==> src/rtl/pc_sequencer_if.sv <==
// Bundle of control-flow inputs, instruction-fetch handshake and status outputs
// exchanged between the PC sequencer and its surroundings.
interface pc_sequencer_if;
    logic        branch1;
    logic        branch2;
    logic        zero_bit;
    logic [31:0] jump_pc;
    logic [31:0] alu_result;
    logic        ctrl_valid;
    logic        stall;
    logic        imem_ack;
    logic        imem_req;
    logic [31:0] imem_addr;
    logic [31:0] pc;
    logic        flush;
    logic        misalign_err;
    logic [31:0] retire_count;

    modport master (
        input  branch1,
        input  branch2,
        input  zero_bit,
        input  jump_pc,
        input  alu_result,
        input  ctrl_valid,
        input  stall,
        input  imem_ack,
        output imem_req,
        output imem_addr,
        output pc,
        output flush,
        output misalign_err,
        output retire_count
    );

    modport slave (
        output branch1,
        output branch2,
        output zero_bit,
        output jump_pc,
        output alu_result,
        output ctrl_valid,
        output stall,
        output imem_ack,
        input  imem_req,
        input  imem_addr,
        input  pc,
        input  flush,
        input  misalign_err,
        input  retire_count
    );
endinterface

==> src/rtl/pc_sequencer.sv <==
// Program-counter sequencer: fetch handshake, target selection, redirect flush
// and sticky misalignment halt. All outputs come straight from registers.
module pc_sequencer #(
    parameter logic [31:0] RESET_PC = 32'h0000_0000
) (
    input  logic           clk,
    input  logic           reset,
    pc_sequencer_if.master bus
);

    typedef enum logic [1:0] {
        BOOT  = 2'b00,
        FETCH = 2'b01,
        EXEC  = 2'b10,
        HALT  = 2'b11
    } state_t;

    state_t      state_r;
    state_t      state_next_s;
    logic [31:0] pc_r;
    logic [31:0] retire_count_r;
    logic        flush_r;
    logic        misalign_err_r;
    logic        imem_req_r;

    logic [31:0] pc_plus4_s;
    logic [31:0] target_s;
    logic        redirect_s;
    logic        fire_s;
    logic        misalign_s;
    logic        update_s;

    // Target selection from the branch code; redirect marks every non-sequential path.
    always_comb begin
        pc_plus4_s = pc_r + 32'd4;
        target_s   = pc_plus4_s;
        redirect_s = 1'b0;
        case ({bus.branch2, bus.branch1})
            2'b00: begin
                target_s   = pc_plus4_s;
                redirect_s = 1'b0;
            end
            2'b01: begin
                target_s   = bus.jump_pc;
                redirect_s = 1'b1;
            end
            2'b10: begin
                target_s   = {bus.alu_result[31:1], 1'b0};
                redirect_s = 1'b1;
            end
            2'b11: begin
                if (bus.zero_bit) begin
                    target_s   = bus.jump_pc;
                    redirect_s = 1'b1;
                end else begin
                    target_s   = pc_plus4_s;
                    redirect_s = 1'b0;
                end
            end
            default: begin
                target_s   = pc_plus4_s;
                redirect_s = 1'b0;
            end
        endcase
    end

    // Qualified update event and its alignment outcome.
    always_comb begin
        fire_s     = (state_r == EXEC) && bus.ctrl_valid && !bus.stall;
        misalign_s = redirect_s && (target_s[1:0] != 2'b00);
        update_s   = fire_s && !misalign_s;
    end

    // Next-state logic for the fetch/execute sequence.
    always_comb begin
        state_next_s = state_r;
        case (state_r)
            BOOT: begin
                state_next_s = FETCH;
            end
            FETCH: begin
                if (bus.imem_ack) begin
                    state_next_s = EXEC;
                end else begin
                    state_next_s = FETCH;
                end
            end
            EXEC: begin
                if (fire_s) begin
                    if (misalign_s) begin
                        state_next_s = HALT;
                    end else begin
                        state_next_s = FETCH;
                    end
                end else begin
                    state_next_s = EXEC;
                end
            end
            HALT: begin
                state_next_s = HALT;
            end
            default: begin
                state_next_s = BOOT;
            end
        endcase
    end

    // State register; the fetch request is registered from the next state.
    always_ff @(posedge clk) begin
        if (reset) begin
            state_r    <= BOOT;
            imem_req_r <= 1'b0;
        end else begin
            state_r    <= state_next_s;
            imem_req_r <= (state_next_s == FETCH);
        end
    end

    // Architectural state: pc, retire counter, flush pulse and sticky error.
    always_ff @(posedge clk) begin
        if (reset) begin
            pc_r           <= RESET_PC;
            retire_count_r <= 32'd0;
            flush_r        <= 1'b0;
            misalign_err_r <= 1'b0;
        end else begin
            flush_r <= update_s && redirect_s;
            if (update_s) begin
                pc_r           <= target_s;
                retire_count_r <= retire_count_r + 32'd1;
            end
            if (fire_s && misalign_s) begin
                misalign_err_r <= 1'b1;
            end
        end
    end

    assign bus.imem_req     = imem_req_r;
    assign bus.imem_addr    = pc_r;
    assign bus.pc           = pc_r;
    assign bus.flush        = flush_r;
    assign bus.misalign_err = misalign_err_r;
    assign bus.retire_count = retire_count_r;

endmodule

==> src/flat_wrapper.sv <==
// flat-port wrapper written by rule: the top's interface ports become plain ports
module pc_sequencer_flat 
#(
    parameter logic [31:0] RESET_PC = 32'h0000_0000
)
  (clk, reset, bus_branch1, bus_branch2, bus_zero_bit, bus_jump_pc, bus_alu_result, bus_ctrl_valid, bus_stall, bus_imem_ack, bus_imem_req, bus_imem_addr, bus_pc, bus_flush, bus_misalign_err, bus_retire_count);
  pc_sequencer_if bus_i ();
  input  logic clk;
  input  logic reset;
  input wire logic [$bits(bus_i.branch1)-1:0] bus_branch1;
  input wire logic [$bits(bus_i.branch2)-1:0] bus_branch2;
  input wire logic [$bits(bus_i.zero_bit)-1:0] bus_zero_bit;
  input wire logic [$bits(bus_i.jump_pc)-1:0] bus_jump_pc;
  input wire logic [$bits(bus_i.alu_result)-1:0] bus_alu_result;
  input wire logic [$bits(bus_i.ctrl_valid)-1:0] bus_ctrl_valid;
  input wire logic [$bits(bus_i.stall)-1:0] bus_stall;
  input wire logic [$bits(bus_i.imem_ack)-1:0] bus_imem_ack;
  output wire logic [$bits(bus_i.imem_req)-1:0] bus_imem_req;
  output wire logic [$bits(bus_i.imem_addr)-1:0] bus_imem_addr;
  output wire logic [$bits(bus_i.pc)-1:0] bus_pc;
  output wire logic [$bits(bus_i.flush)-1:0] bus_flush;
  output wire logic [$bits(bus_i.misalign_err)-1:0] bus_misalign_err;
  output wire logic [$bits(bus_i.retire_count)-1:0] bus_retire_count;
  assign bus_i.branch1 = bus_branch1;
  assign bus_i.branch2 = bus_branch2;
  assign bus_i.zero_bit = bus_zero_bit;
  assign bus_i.jump_pc = bus_jump_pc;
  assign bus_i.alu_result = bus_alu_result;
  assign bus_i.ctrl_valid = bus_ctrl_valid;
  assign bus_i.stall = bus_stall;
  assign bus_i.imem_ack = bus_imem_ack;
  assign bus_imem_req = bus_i.imem_req;
  assign bus_imem_addr = bus_i.imem_addr;
  assign bus_pc = bus_i.pc;
  assign bus_flush = bus_i.flush;
  assign bus_misalign_err = bus_i.misalign_err;
  assign bus_retire_count = bus_i.retire_count;
  pc_sequencer #(.RESET_PC(RESET_PC)) u_core (.clk(clk), .reset(reset), .bus(bus_i));
endmodule
==> config.mk <==
export PLATFORM = sky130hd
export DESIGN_NAME = pc_sequencer_flat
export DESIGN_NICKNAME = d
export VERILOG_FILES = /design/src/rtl/pc_sequencer_if.sv /design/src/rtl/pc_sequencer.sv /design/src/flat_wrapper.sv
export SDC_FILE = /design/constraint.sdc
export NUM_CORES = 1
export LEC_CHECK = 0
export ABC_CLOCK_PERIOD_IN_PS = 6200
export CORE_UTILIZATION = 40
export DETAILED_ROUTE_END_ITERATION = 16
export PLACE_DENSITY = 0.79
export SLEW_MARGIN = 20
export SYNTH_ARGS = -nofsm -noshare
export SYNTH_HDL_FRONTEND = slang
export SYNTH_SLANG_ARGS = --single-unit
==> constraint.sdc <==
create_clock -name clk -period 6.2 [get_ports clk]
set_input_delay 0.93 -clock clk [delete_from_list [all_inputs] [get_ports clk]]
set_output_delay 0.93 -clock clk [all_outputs]
set_load 0.1 [all_outputs]
* Word-level counts from Yosys, hierarchy flattened
Index checks and enable logic that the tools add are counted.
Operators by class: multipliers 0, reduce and logical (&&, ||, !) cells 12, $add $sub $neg 2, muxes and demuxes 8, bitwise operators 0, divide/modulo/power cells 0, shift operators 0, magnitude comparators 0, equality and inequality tests 7
Operator list (count):
- $pmux W32 S4 | 1
- $add A32 B1 Y32 const B | 1
- $add A32 B3 Y32 const B | 1
- $mux W32 | 1
- $eq A2 B2 Y1 const B | 4
- $pmux W2 S4 | 1
- $eq A2 B1 Y1 const B | 3
- $logic_and A1 B1 Y1 | 6
- $mux W2 | 3
- $logic_not A2 Y1 | 2
- $pmux W1 S3 | 1
- $logic_not A1 Y1 | 2
- $reduce_bool A2 Y1 | 1
- $reduce_or A2 Y1 | 1
- $mux W1 | 1
Storage, ports and cells: RAM bits 0, latch bits 0, memory bits (read-only) 0, bits of input ports 72, register bits 69, memories kept 0

* Depth between registers and ports, before layout
Gate-level depths: netlist of run 1.
depth in word-level cells 9, depth in mapped cells 9

* Worst setup path after synthesis of run 1
No wires, ideal clock.
path type in2reg, start point input bus_branch2, end point register u_core.retire_count_r[31] (netlist: u_core.bus.retire_count[31]), setup slack 3.369 ns, data arrival time 2.710 ns, required time 6.079 ns, cell stages on the path 8, buffers on the path 2, library setup time 0.121 ns, path through ha_1 nor2b_1 buf_6 a221oi_4 a311oi_4 buf_6 nor4b_1 mux2_2
Between the ends: word-level cells in the longest chain between the ends 6, elaborated cells on any way between the ends 11
Ends and longest elaborated chain:
- start, declared | line flat_wrapper.sv:11 | input wire logic [$bits(bus_i.branch2)-1:0] bus_branch2;
- $eq A2 B2 Y1, or another cell as far along | line pc_sequencer.sv:38 | case ({bus.branch2, bus.branch1})
- $pmux W32 S4 or $reduce_or A2 Y1 (tied branches)
- $reduce_bool A2 Y1 or $pmux W1 S3 (tied branches) | line pc_sequencer.sv:70, pc_sequencer.sv:38
- $logic_and A1 B1 Y1 * | line pc_sequencer.sv:70 | misalign_s = redirect_s && (target_s[1:0] != 2'b00);
- $logic_not A1 Y1 * | line pc_sequencer.sv:71 | update_s = fire_s && !misalign_s;
- $logic_and A1 B1 Y1 * | line pc_sequencer.sv:71
- end signal, assigned | line pc_sequencer.sv:130 | retire_count_r <= retire_count_r + 32'd1;
- end, declared | line pc_sequencer.sv:21 | logic [31:0] retire_count_r;
Every way passes the cells marked *; elsewhere a longest branch is shown, timed or not. A chain may end at the register's enable or synchronous reset.

* Worst setup path after layout of run 1
start point input bus_branch2, end point register u_core.pc_r[19] (netlist: u_core.bus.imem_addr[19])
Between the ends: word-level cells in the longest chain between the ends 6, elaborated cells on any way between the ends 11
Ends and longest elaborated chain:
- $eq A2 B2 Y1, or another cell as far along | line pc_sequencer.sv:38
- $pmux W32 S4 or $reduce_or A2 Y1 (tied branches)
- $reduce_bool A2 Y1 or $pmux W1 S3 (tied branches) | line pc_sequencer.sv:70, pc_sequencer.sv:38
- $logic_and A1 B1 Y1 | line pc_sequencer.sv:70
- $logic_not A1 Y1 | line pc_sequencer.sv:71
- $logic_and A1 B1 Y1 | line pc_sequencer.sv:71
- end signal, assigned | line pc_sequencer.sv:129 | pc_r <= target_s;
- end, declared | line pc_sequencer.sv:20 | logic [31:0] pc_r;
Parallel ways exist; a longest one is shown, timed or not.

==> impl_metrics.csv, run 1 <==
group,metric,value,unit
min_path,worstHoldStart,"u_core.bus.misalign_err$_SDFFE_PP0P_",
clocking,cts.sink_count,69,
drt,drcViolationCount,0,
final_layout,drive_above_1_share,6.743,%
floorplanning,die_h,110.0,um
critical_path,path_buf_inv,4,
timing,period_share,63.44,%
logic_synthesis,ys_ff_latch,69,
critical_path,critical_path_class,"in -> reg",
timing,layout_setup_ws,2267,ps
logic_synthesis,synth_edf_count,0,
pwr,p_switching,0.3317,mW
critical_path,max_stage_delay,630,ps
global_routing,grt-ovfl-total,0,
timing,worstMarginPinSlew,1019,ps
global_routing,grt_pass1_vias,4902,
final_layout,final_common_cell,"clkdlybuf4s50_1",
logic_synthesis,ys_warn_count,0,
status,outcome,"complete, no violations",
drt,wire_per_inst,18.88,um
drt,drtIter0Drc,467,
drt,viasPerCell,6.288,
global_routing,antenna_found_initial,0,
critical_path,crit_family,"buffers and inverters",
final_layout,final_nets,770,
logic_synthesis,synth.distinct_cells,55,
logic_synthesis,synth.avg_cell_area,7.951,um^2
pwr,clock_power_share,48.2,%
critical_path,r2r_end,"u_core.bus.retire_count[31]$_SDFFE_PP0N_",
critical_path,reg2reg_from,"u_core.state_r[0]$_SDFF_PP0_",
floorplanning,fp.dieW,110.0,um
global_routing,grt_start_max_net_pins,74,
global_routing,grt_use_total,26.03,%
timing,rsz0062_at_grt,"false",
clocking,htreeDepth,3,
timing,worst_clock_skew,9.496,ps
critical_path,cpMaxStageDelayCell,"a311oi_4",
timing,fin_setup_tns,0,ps
global_routing,grt_pass1_wl,24650,um
timing,relSlewSlack,31.88,%
timing,drv_slew,0,
clocking,cts_made_buffers,9,
placement,port_buffers,169,
logic_synthesis,syn-num-nets,665,
critical_path,crit_top_cell,"inv_1",
clocking,clk_latency,340,ps
clocking,cts_resized,0,
floorplanning,io_pins,171,
clocking,cts_buffer_depth,2,
floorplanning,start_util,41.05,%
logic_synthesis,syn_area,4667,um^2
pwr,p_sw_share,26.21,%
logic_synthesis,postSynthCellCount,587,
drt,wl_met1,6533,um
min_path,hold_depth,2,
final_layout,antenna_cells,0,
critical_path,reg2reg_slack,3400,ps
drt,postRouteAntennaNets,0,
pwr,powerDensity,194.2,nW/um^2
pwr,p_leak,2.081,nW
final_layout,num-fill-cells,1006,
clocking,cts_hold_buf,0,
drt,vias,5282,
drt,wl_met2,7662,um
timing,setup_violations,0,
final_layout,final_cell_mix,"clkdlybuf4s50_1 (168), dfxtp_1 (69), a21oi_1 (45)",
drt,met3_length,1282,um
logic_synthesis,synth-async-reset-ratio,0,%
clocking,root_buffer,"clkbuf_16",
critical_path,cp_max_fo,73,
final_layout,synthToLayoutAreaGrowth,39.62,%
clocking,cts_tree,"built",
pwr,vdd_drop_max,104.9,uV
timing,min_period,3933,ps
critical_path,startpoint_type,"input pin",
min_path,worstHoldPathType,"reg -> reg",
pwr,cellInternalPower,0.9338,mW
timing,finalHoldViolCount,0,
run,cap_viol_max_count,0,
final_layout,final_core_util,57.31,%
timing,fmax,254.2,MHz
pwr,seqPwrFrac,35.8,%
pwr,p_comb_share,16.1,%
drt,firstDrtPassIters,5,
drt,wl,15860,um
critical_path,cp.required,6430,ps
min_path,hold_path_end,"u_core.bus.misalign_err$_SDFFE_PP0P_",
placement,place_ws,1778,ps
critical_path,reg2reg_depth,5,
floorplanning,coreArea,11370,um^2
drt,top_layer,"met4",
logic_synthesis,synth_ff_type,"dfxtp_1",
logic_synthesis,ys_seq_area_share,29.60,%
critical_path,path_cells,"clkdlybuf4s50_1 -> inv_1 -> ha_1 -> inv_1 -> nand3_1 -> a311oi_4 -> buf_12 -> nor2_1 -> a221oi_1",
clocking,cts.clk_slew.worst_paths,60,ps
critical_path,arrival,4160,ps
critical_path,crit_path_end_kind,"flip-flop",
floorplanning,rows,39,
clocking,post_cts_buffers,0,
floorplanning,dieArea,12100,um^2
placement,dp_hpwl,10840,um
placement,routabilityCongestion,0.9040,
worst max path at each step:
stage                      startpoint                                  endpoint  slack (ps)  cells after the start
after CTS                 bus_branch1     u_core.bus.imem_addr[19]$_SDFFE_PP0N_        2090                      8
after global placement    bus_branch2     u_core.bus.imem_addr[19]$_SDFFE_PP0N_        1910                      8
after global routing      bus_branch2     u_core.bus.imem_addr[19]$_SDFFE_PP0N_        2160                      9
final                     bus_branch2     u_core.bus.imem_addr[19]$_SDFFE_PP0N_        2270                      9
after detailed placement  bus_branch1      u_core.bus.imem_addr[0]$_SDFFE_PP0N_        1780                      8
after floorplan           bus_branch2  u_core.bus.retire_count[31]$_SDFFE_PP0N_        3370                      8
cells in the mapped netlist (3+ instances only):
library cell,count,area [um^2]
and3_1,12,75.07
o211ai_1,9,67.56
a21o_1,3,22.52
and4_1,8,70.07
mux2_2,7,78.83
nor3_1,13,65.06
nand2_1,21,78.83
a22o_1,3,26.28
or2_2,7,43.79
ha_1,6,75.07
a21oi_1,45,225.2
nor4_1,13,81.33
dfxtp_1,69,1381
o21ai_0,14,70.07
nor2b_1,11,68.82
o32a_1,6,60.06
nor2_1,41,153.9
a22oi_1,27,202.7
or4_1,17,127.6
inv_1,10,37.54
a41oi_1,3,26.28
clkbuf_1,36,135.1
buf_4,32,240.2
a31oi_1,9,56.30
buf_2,12,60.06
o311ai_0,16,140.1
a211oi_1,4,30.03
o41ai_1,3,26.28
o32ai_1,7,61.31
o21bai_1,3,22.52
and2_1,5,31.28
or3_1,4,25.02
o31ai_1,33,247.7
nand3_1,34,170.2
nand4_1,17,106.4
worst reg2reg max path, delay by kind of cell (launching register included):
family,cells,cell delay [ps]
mux,1,380
buf+inv,1,360
flops,1,360
simple gates,3,1600
layout make-up:
cell class,instances,area [um^2],share of cell area [%]
well taps,143,178.9,2.746
multi-input cells,424,2801,42.99
repair buffers,178,1767,27.11
clock inverters,5,107.6,1.651
clock buffers,11,242.7,3.725
inverters,10,37.54,0.5760
flip-flops and latches,69,1381,21.20
state kept, by name (all words and copies together), names as in the netlist:
signal / count
u_core.state_r: 2
u_core.bus.retire_count: 32
u_core.bus.imem_addr: 32
u_core.bus.imem_req: 1
u_core.bus.misalign_err: 1
u_core.bus.flush: 1
through the flow:
step	area (um^2)	std cells	power (mW)	hold slack (ps)
final	6516	840	1.265	471.4
after global routing	6516	840	1.310	495.6
after CTS	6515	840	1.264	479.4
after detailed placement	6165	824	0.6628	461.3
after global placement	6165	824	0.6580	469.9
after floorplan	4667	587	0.5839	488.2
metal layers:
metal | vias to the layer above | track usage, %
met5 | - | 0
met4 | 0 | 11.24
met3 | 40 | 5.938
met2 | 265 | 42.10
met1 | 2488 | 33.09
li1 | 2489 | -
power by group through the flow:
| stage | sequential, mW | combinational (mW) | clock, mW |
|---|---|---|---|
| 4_1_cts | 0.453 | 0.201 | 0.610 |
| 6_report | 0.453 | 0.203 | 0.609 |
| 3_3_place_gp | 0.462 | 0.196 | 0 |
| 3_5_place_dp | 0.462 | 0.201 | 0 |
| 5_1_grt | 0.453 | 0.216 | 0.641 |
| 2_1_floorplan | 0.480 | 0.104 | 0 |
kinds of logic (layout without fill, tap and decap cells):
family	Yosys count	count (layout)	synth area share, %
mux	7	7	1.689
buf+inv	94	204	10.78
compound gates	200	200	30.91
flops	69	69	29.60
fa+ha+maj	6	6	1.609
simple gates	211	211	25.42
(Power assumes the default switching activity.)
==> run 2, diff against run 1 <==
--- a/config.mk
+++ b/config.mk
@@ -5,10 +5,10 @@
 export SDC_FILE = /design/constraint.sdc
 export NUM_CORES = 1
 export LEC_CHECK = 0
-export ABC_CLOCK_PERIOD_IN_PS = 6200
+export ABC_CLOCK_PERIOD_IN_PS = 3600
 export CORE_UTILIZATION = 40
 export DETAILED_ROUTE_END_ITERATION = 16
-export PLACE_DENSITY = 0.79
+export PLACE_DENSITY = 0.82
 export SLEW_MARGIN = 20
 export SYNTH_ARGS = -nofsm -noshare
 export SYNTH_HDL_FRONTEND = slang
==> constraint.sdc (replaced) <==
create_clock -name clk -period 3.6 [get_ports clk]
set_input_delay 0.54 -clock clk [delete_from_list [all_inputs] [get_ports clk]]
set_output_delay 0.54 -clock clk [all_outputs]
set_load 0.1 [all_outputs]
==> run 2 against run 1 <==
  * Setup slack got worse by 1600 ps
  * Critical path depth fell by 1
  * Register-to-register slack got worse by 2200 ps
  * Wire length fell by 1.1%
  * Sequential share of layout area fell by 0.12 points
  * Sequential power rose by 72%
  * Power rose by 67%
  * Clock-buffer cell count fell by 2
  * Die area did not move
  * Global-route usage fell by 0.31 points
  * Clock power rose by 60%
  * Clock skew rose by 0.98 ps
  * Critical endpoint is now u_core.bus.imem_addr[0]$_SDFFE_PP0N_
  * Largest cell class unchanged
==> impl_metrics.csv, run 2 (synthesized netlist as in run 1, its figures left out) <==
group,metric,value,unit
global_routing,grt_pass1_wl,24580,um
critical_path,startpoint_type,"input pin",
final_layout,final_nets,777,
run,cap_viol_max_count,0,
floorplanning,dieArea,12100,um^2
clocking,root_buffer,"clkbuf_16",
final_layout,final_common_cell,"clkdlybuf4s50_1",
floorplanning,die_h,110.0,um
clocking,cts.clk_slew.worst_paths,60,ps
final_layout,num-fill-cells,1023,
placement,dp_hpwl,11080,um
pwr,powerDensity,322.4,nW/um^2
drt,viasPerCell,6.274,
timing,fin_setup_tns,0,ps
clocking,post_cts_buffers,0,
final_layout,final_core_util,57.63,%
pwr,seqPwrFrac,36.9,%
final_layout,final_cell_mix,"clkdlybuf4s50_1 (168), dfxtp_1 (69), a21oi_1 (45)",
floorplanning,start_util,41.05,%
floorplanning,rows,39,
clocking,cts_resized,0,
global_routing,grt-ovfl-total,0,
global_routing,grt_start_max_net_pins,56,
pwr,clock_power_share,46.2,%
drt,vias,5314,
clocking,cts_made_buffers,9,
pwr,p_leak,2.105,nW
timing,setup_violations,0,
critical_path,cp_max_fo,27,
min_path,worstHoldPathType,"reg -> reg",
placement,routabilityCongestion,0.9417,
global_routing,grt_use_total,25.72,%
pwr,vdd_drop_max,281.0,uV
floorplanning,fp.dieW,110.0,um
timing,min_period,2928,ps
critical_path,critical_path_class,"in -> reg",
floorplanning,io_pins,171,
timing,relSlewSlack,32.12,%
drt,firstDrtPassIters,5,
floorplanning,coreArea,11370,um^2
pwr,p_comb_share,16.9,%
global_routing,grt_pass1_vias,5059,
placement,port_buffers,169,
critical_path,cpMaxStageDelayCell,"clkdlybuf4s50_1",
critical_path,cp.required,3830,ps
critical_path,crit_path_end_kind,"flip-flop",
clocking,cts_tree,"built",
clocking,cts.sink_count,69,
final_layout,synthToLayoutAreaGrowth,40.40,%
critical_path,arrival,3160,ps
global_routing,antenna_found_initial,0,
timing,period_share,81.34,%
drt,postRouteAntennaNets,0,
timing,worstMarginPinSlew,1015,ps
timing,rsz0062_at_grt,"false",
timing,fmax,341.5,MHz
clocking,clk_latency,340,ps
pwr,finalPower,2.113,mW
clocking,htreeDepth,3,
drt,drcViolationCount,0,
clocking,cts_hold_buf,0,
drt,wire_per_inst,18.52,um
pwr,cellInternalPower,1.527,mW
timing,finalHoldViolCount,0,
pwr,p_sw_share,27.71,%
critical_path,path_cells,"clkdlybuf4s50_1 -> ha_1 -> nor2b_1 -> a221oi_4 -> a311oi_4 -> buf_4 -> nor2_1 -> a311oi_1",
critical_path,max_stage_delay,520,ps
status,outcome,"complete, no violations",
final_layout,antenna_cells,0,
pwr,p_switching,0.5855,mW
critical_path,reg2reg_slack,1200,ps
drt,drtIter0Drc,557,
timing,worst_clock_skew,10.47,ps
clocking,cts_buffer_depth,2,
drt,wl,15690,um
timing,drv_slew,0,
final_layout,drive_above_1_share,7.670,%
[run 2: cell count changes in the layout (fill, tap and decap cells not counted), moves of 2 or more]
cell / previous run / this run
inv_6: 0 / 2
clkinv_4: 2 / 0
buf_4: 8 / 14
clkinvlp_4: 0 / 2
[run 2: final timing paths]
path                                                          startpoint                                  endpoint  cells past startpoint
worst max-delay path                                         bus_branch2      u_core.bus.imem_addr[0]$_SDFFE_PP0N_                      8
worst min-delay path            u_core.bus.retire_count[13]$_SDFFE_PP0N_  u_core.bus.retire_count[13]$_SDFFE_PP0N_                      2
worst max register to register   u_core.bus.retire_count[2]$_SDFFE_PP0N_  u_core.bus.retire_count[22]$_SDFFE_PP0N_                      5
worst min register to register  u_core.bus.retire_count[13]$_SDFFE_PP0N_  u_core.bus.retire_count[13]$_SDFFE_PP0N_                      2
[run 2: power by group through the flow]
stage | sequential [mW] | clock (mW) | combinational [mW]
2_1_floorplan | 0.826 | 0 | 0.179
3_3_place_gp | 0.796 | 0 | 0.346
3_5_place_dp | 0.796 | 0 | 0.352
4_1_cts | 0.779 | 0.977 | 0.353
5_1_grt | 0.780 | 1.01 | 0.378
6_report | 0.780 | 0.977 | 0.357
[run 2: critical path: cells and delay by family]
family / cells / cell delay (ps)
buf+inv: 2 / 890
compound gates: 3 / 870
simple gates: 2 / 650
fa+ha+maj: 1 / 200
[run 2: routing by layer]
layer / routed length, um / GRT usage, % / up-vias
met5: 0 / 0 / -
met4: 273 / 8.667 / 0
met3: 1332 / 4.586 / 28
met2: 7387 / 42.23 / 281
met1: 6692 / 33.89 / 2506
li1: - / - / 2499
[run 2: final cells by class]
cell class	count	area (um^2)	area share, %
Tap cell	143	178.9	2.731
Clock inverter	7	97.59	1.489
Inverter	10	37.54	0.5728
Sequential cell	69	1381	21.08
Multi-Input combinational cell	424	2800	42.73
Clock buffer	9	225.2	3.437
Timing Repair Buffer	185	1832	27.96
[run 2: per-stage QoR]
stage | setup WS [ps] | cells | hold slack, ps | area [um^2]
after floorplan | 795.9 | 587 | 488.2 | 4667
after CTS | 684.3 | 847 | 492.5 | 6553
after global routing | 498.2 | 847 | 516.9 | 6553
after global placement | 500.8 | 831 | 473.7 | 6230
final | 671.7 | 847 | 494.1 | 6553
after detailed placement | 355.9 | 831 | 462.5 | 6230
==> run 3, diff against run 2 <==
--- a/config.mk
+++ b/config.mk
@@ -5,7 +5,7 @@
 export SDC_FILE = /design/constraint.sdc
 export NUM_CORES = 1
 export LEC_CHECK = 0
-export ABC_CLOCK_PERIOD_IN_PS = 3600
+export ABC_CLOCK_PERIOD_IN_PS = 2600
 export CORE_UTILIZATION = 40
 export DETAILED_ROUTE_END_ITERATION = 16
 export PLACE_DENSITY = 0.82
==> constraint.sdc (replaced) <==
create_clock -name clk -period 2.6 [get_ports clk]
set_input_delay 0.39 -clock clk [delete_from_list [all_inputs] [get_ports clk]]
set_output_delay 0.39 -clock clk [all_outputs]
set_load 0.1 [all_outputs]
==> run 3 against run 2 <==
  * Sequential cell count did not move
  * Critical path type unchanged
  * Die area did not move
  * Clock skew fell by 4.3 ps
  * Power rose by 44%
  * Clock power rose by 44%
  * Clock-buffer cell count rose by 3
  * Critical endpoint is now u_core.bus.retire_count[30]$_SDFFE_PP0N_
  * Register-to-register slack got worse by 900 ps
==> impl_metrics.csv, run 3 (synthesized netlist as in run 1, its figures left out) <==
group,metric,value,unit
clocking,cts_buffer_depth,2,
drt,wl,16270,um
pwr,seqPwrFrac,35.5,%
pwr,clock_power_share,46.4,%
global_routing,grt-ovfl-total,0,
critical_path,arrival,2760,ps
drt,wire_per_inst,18.72,um
floorplanning,fp.dieW,110.0,um
floorplanning,io_pins,171,
placement,dp_hpwl,11130,um
timing,relSlewSlack,64.83,%
status,outcome,"complete, no violations",
critical_path,crit_path_end_kind,"flip-flop",
final_layout,final_cell_mix,"buf_4 (132), clkdlybuf4s50_1 (68), dfxtp_1 (56)",
timing,finalHoldViolCount,0,
critical_path,critical_path_class,"in -> reg",
pwr,p_comb_share,18.1,%
global_routing,antenna_found_initial,0,
floorplanning,dieArea,12100,um^2
clocking,root_buffer,"clkbuf_16",
placement,place_ws,-299.6,ps
floorplanning,die_h,110.0,um
clocking,cts.clk_slew.worst_paths,60,ps
final_layout,synthToLayoutAreaGrowth,41.29,%
global_routing,grt_use_total,26.01,%
floorplanning,start_util,41.05,%
clocking,cts.sink_count,69,
timing,layout_setup_ws,60.31,ps
run,cap_viol_max_count,0,
timing,fmax,393.7,MHz
critical_path,cp_max_fo,11,
global_routing,grt_pass1_wl,24960,um
placement,port_buffers,169,
placement,routabilityCongestion,0.9800,
final_layout,final_common_cell,"buf_4",
drt,viasPerCell,6.334,
timing,worst_clock_skew,6.135,ps
final_layout,antenna_cells,0,
pwr,p_sw_share,26.72,%
critical_path,reg2reg_depth,5,
timing,drv_slew,0,
clocking,clk_latency,330,ps
pwr,cellInternalPower,2.230,mW
timing,rsz0062_at_grt,"true",
drt,vias,5504,
pwr,powerDensity,461.6,nW/um^2
floorplanning,rows,39,
min_path,hold_depth,3,
timing,setup_violations,0,
critical_path,cp.required,2820,ps
timing,min_period,2540,ps
clocking,cts_tree,"built",
pwr,p_leak,2.464,nW
clocking,htreeDepth,3,
pwr,vdd_drop_max,286.8,uV
min_path,worstHoldPathType,"in -> reg",
final_layout,final_nets,799,
drt,postRouteAntennaNets,0,
critical_path,startpoint_type,"input pin",
clocking,cts_hold_buf,0,
clocking,cts_made_buffers,9,
pwr,p_switching,0.8133,mW
final_layout,final_core_util,57.99,%
global_routing,grt_pass1_vias,4964,
drt,drtIter0Drc,650,
final_layout,drive_above_1_share,26.86,%
drt,drcViolationCount,0,
global_routing,grt_start_max_net_pins,45,
drt,firstDrtPassIters,5,
floorplanning,coreArea,11370,um^2
timing,worstMarginPinSlew,523.6,ps
timing,period_share,97.68,%
## run 3: path summary, 6_finish.rpt
| check | slack, ps | end | from |
|---|---|---|---|
| setup / recovery | 60 | u_core.bus.retire_count[30]$_SDFFE_PP0N_ | bus_branch1 |
| hold / removal | 390 | u_core.bus.retire_count[6]$_SDFFE_PP0N_ | reset |
| hold reg to reg | 490 | u_core.bus.retire_count[26]$_SDFFE_PP0N_ | u_core.bus.retire_count[26]$_SDFFE_PP0N_ |
| setup reg to reg | 300 | u_core.bus.retire_count[31]$_SDFFE_PP0N_ | u_core.bus.retire_count[17]$_SDFFE_PP0N_ |
## run 3: cell type report
cell class                 count  area, um^2
clock buffer                  12       266.5
clock inverter                 4       77.57
fill                         998        4776
inverter                      10       37.54
multi-input combinational    424        2845
sequential                    69        1398
tap                          143       178.9
timing repair buffer         207        1790
## run 3: worst max-delay path: stages
cell             delay [ps]
clkdlybuf4s50_1         450
ha_1                    230
a21o_1                  220
a221oi_4                320
a311oi_4                150
buf_4                   190
clkbuf_16               170
nor4_2                  260
mux2_2                  360
## run 3: power groups by stage
stage | Clock [mW] | Combinational (mW) | Sequential (mW)
final | 1.41 | 0.551 | 1.08
after global routing | 1.47 | 0.581 | 1.08
after CTS | 1.42 | 0.511 | 1.08
after detailed placement | 0 | 0.508 | 1.10
after global placement | 0 | 0.497 | 1.10
after floorplan | 0 | 0.248 | 1.14
## run 3: what timing repair did
action                                  in CTS  in global routing
resized for setup                            0                 11
setup buffers                                0                  3
endpoints found under the setup margin       0                 13
## run 3: per-stage QoR
| stage | hold WS (ps) | setup TNS [ps] | cells | cell area [um^2] | total power [mW] |
|---|---|---|---|---|---|
| after floorplan | 488.2 | -112.0 | 587 | 4683 | 1.392 |
| after global placement | 460.5 | -4997 | 848 | 6126 | 1.599 |
| after detailed placement | 473.4 | -9917 | 848 | 6126 | 1.611 |
| after CTS | 398.1 | 0 | 864 | 6470 | 3.007 |
| after global routing | 417.1 | -40.50 | 869 | 6594 | 3.135 |
| final | 394.2 | 0 | 869 | 6594 | 3.044 |
## run 3: routing by layer
metal	GRT usage, %	vias to the layer above	wire length [um]
met5	0	-	0
met1	34.32	2609	6720
li1	-	2548	-
met2	42.72	311	7922
met3	4.233	36	1271
met4	9.238	0	352
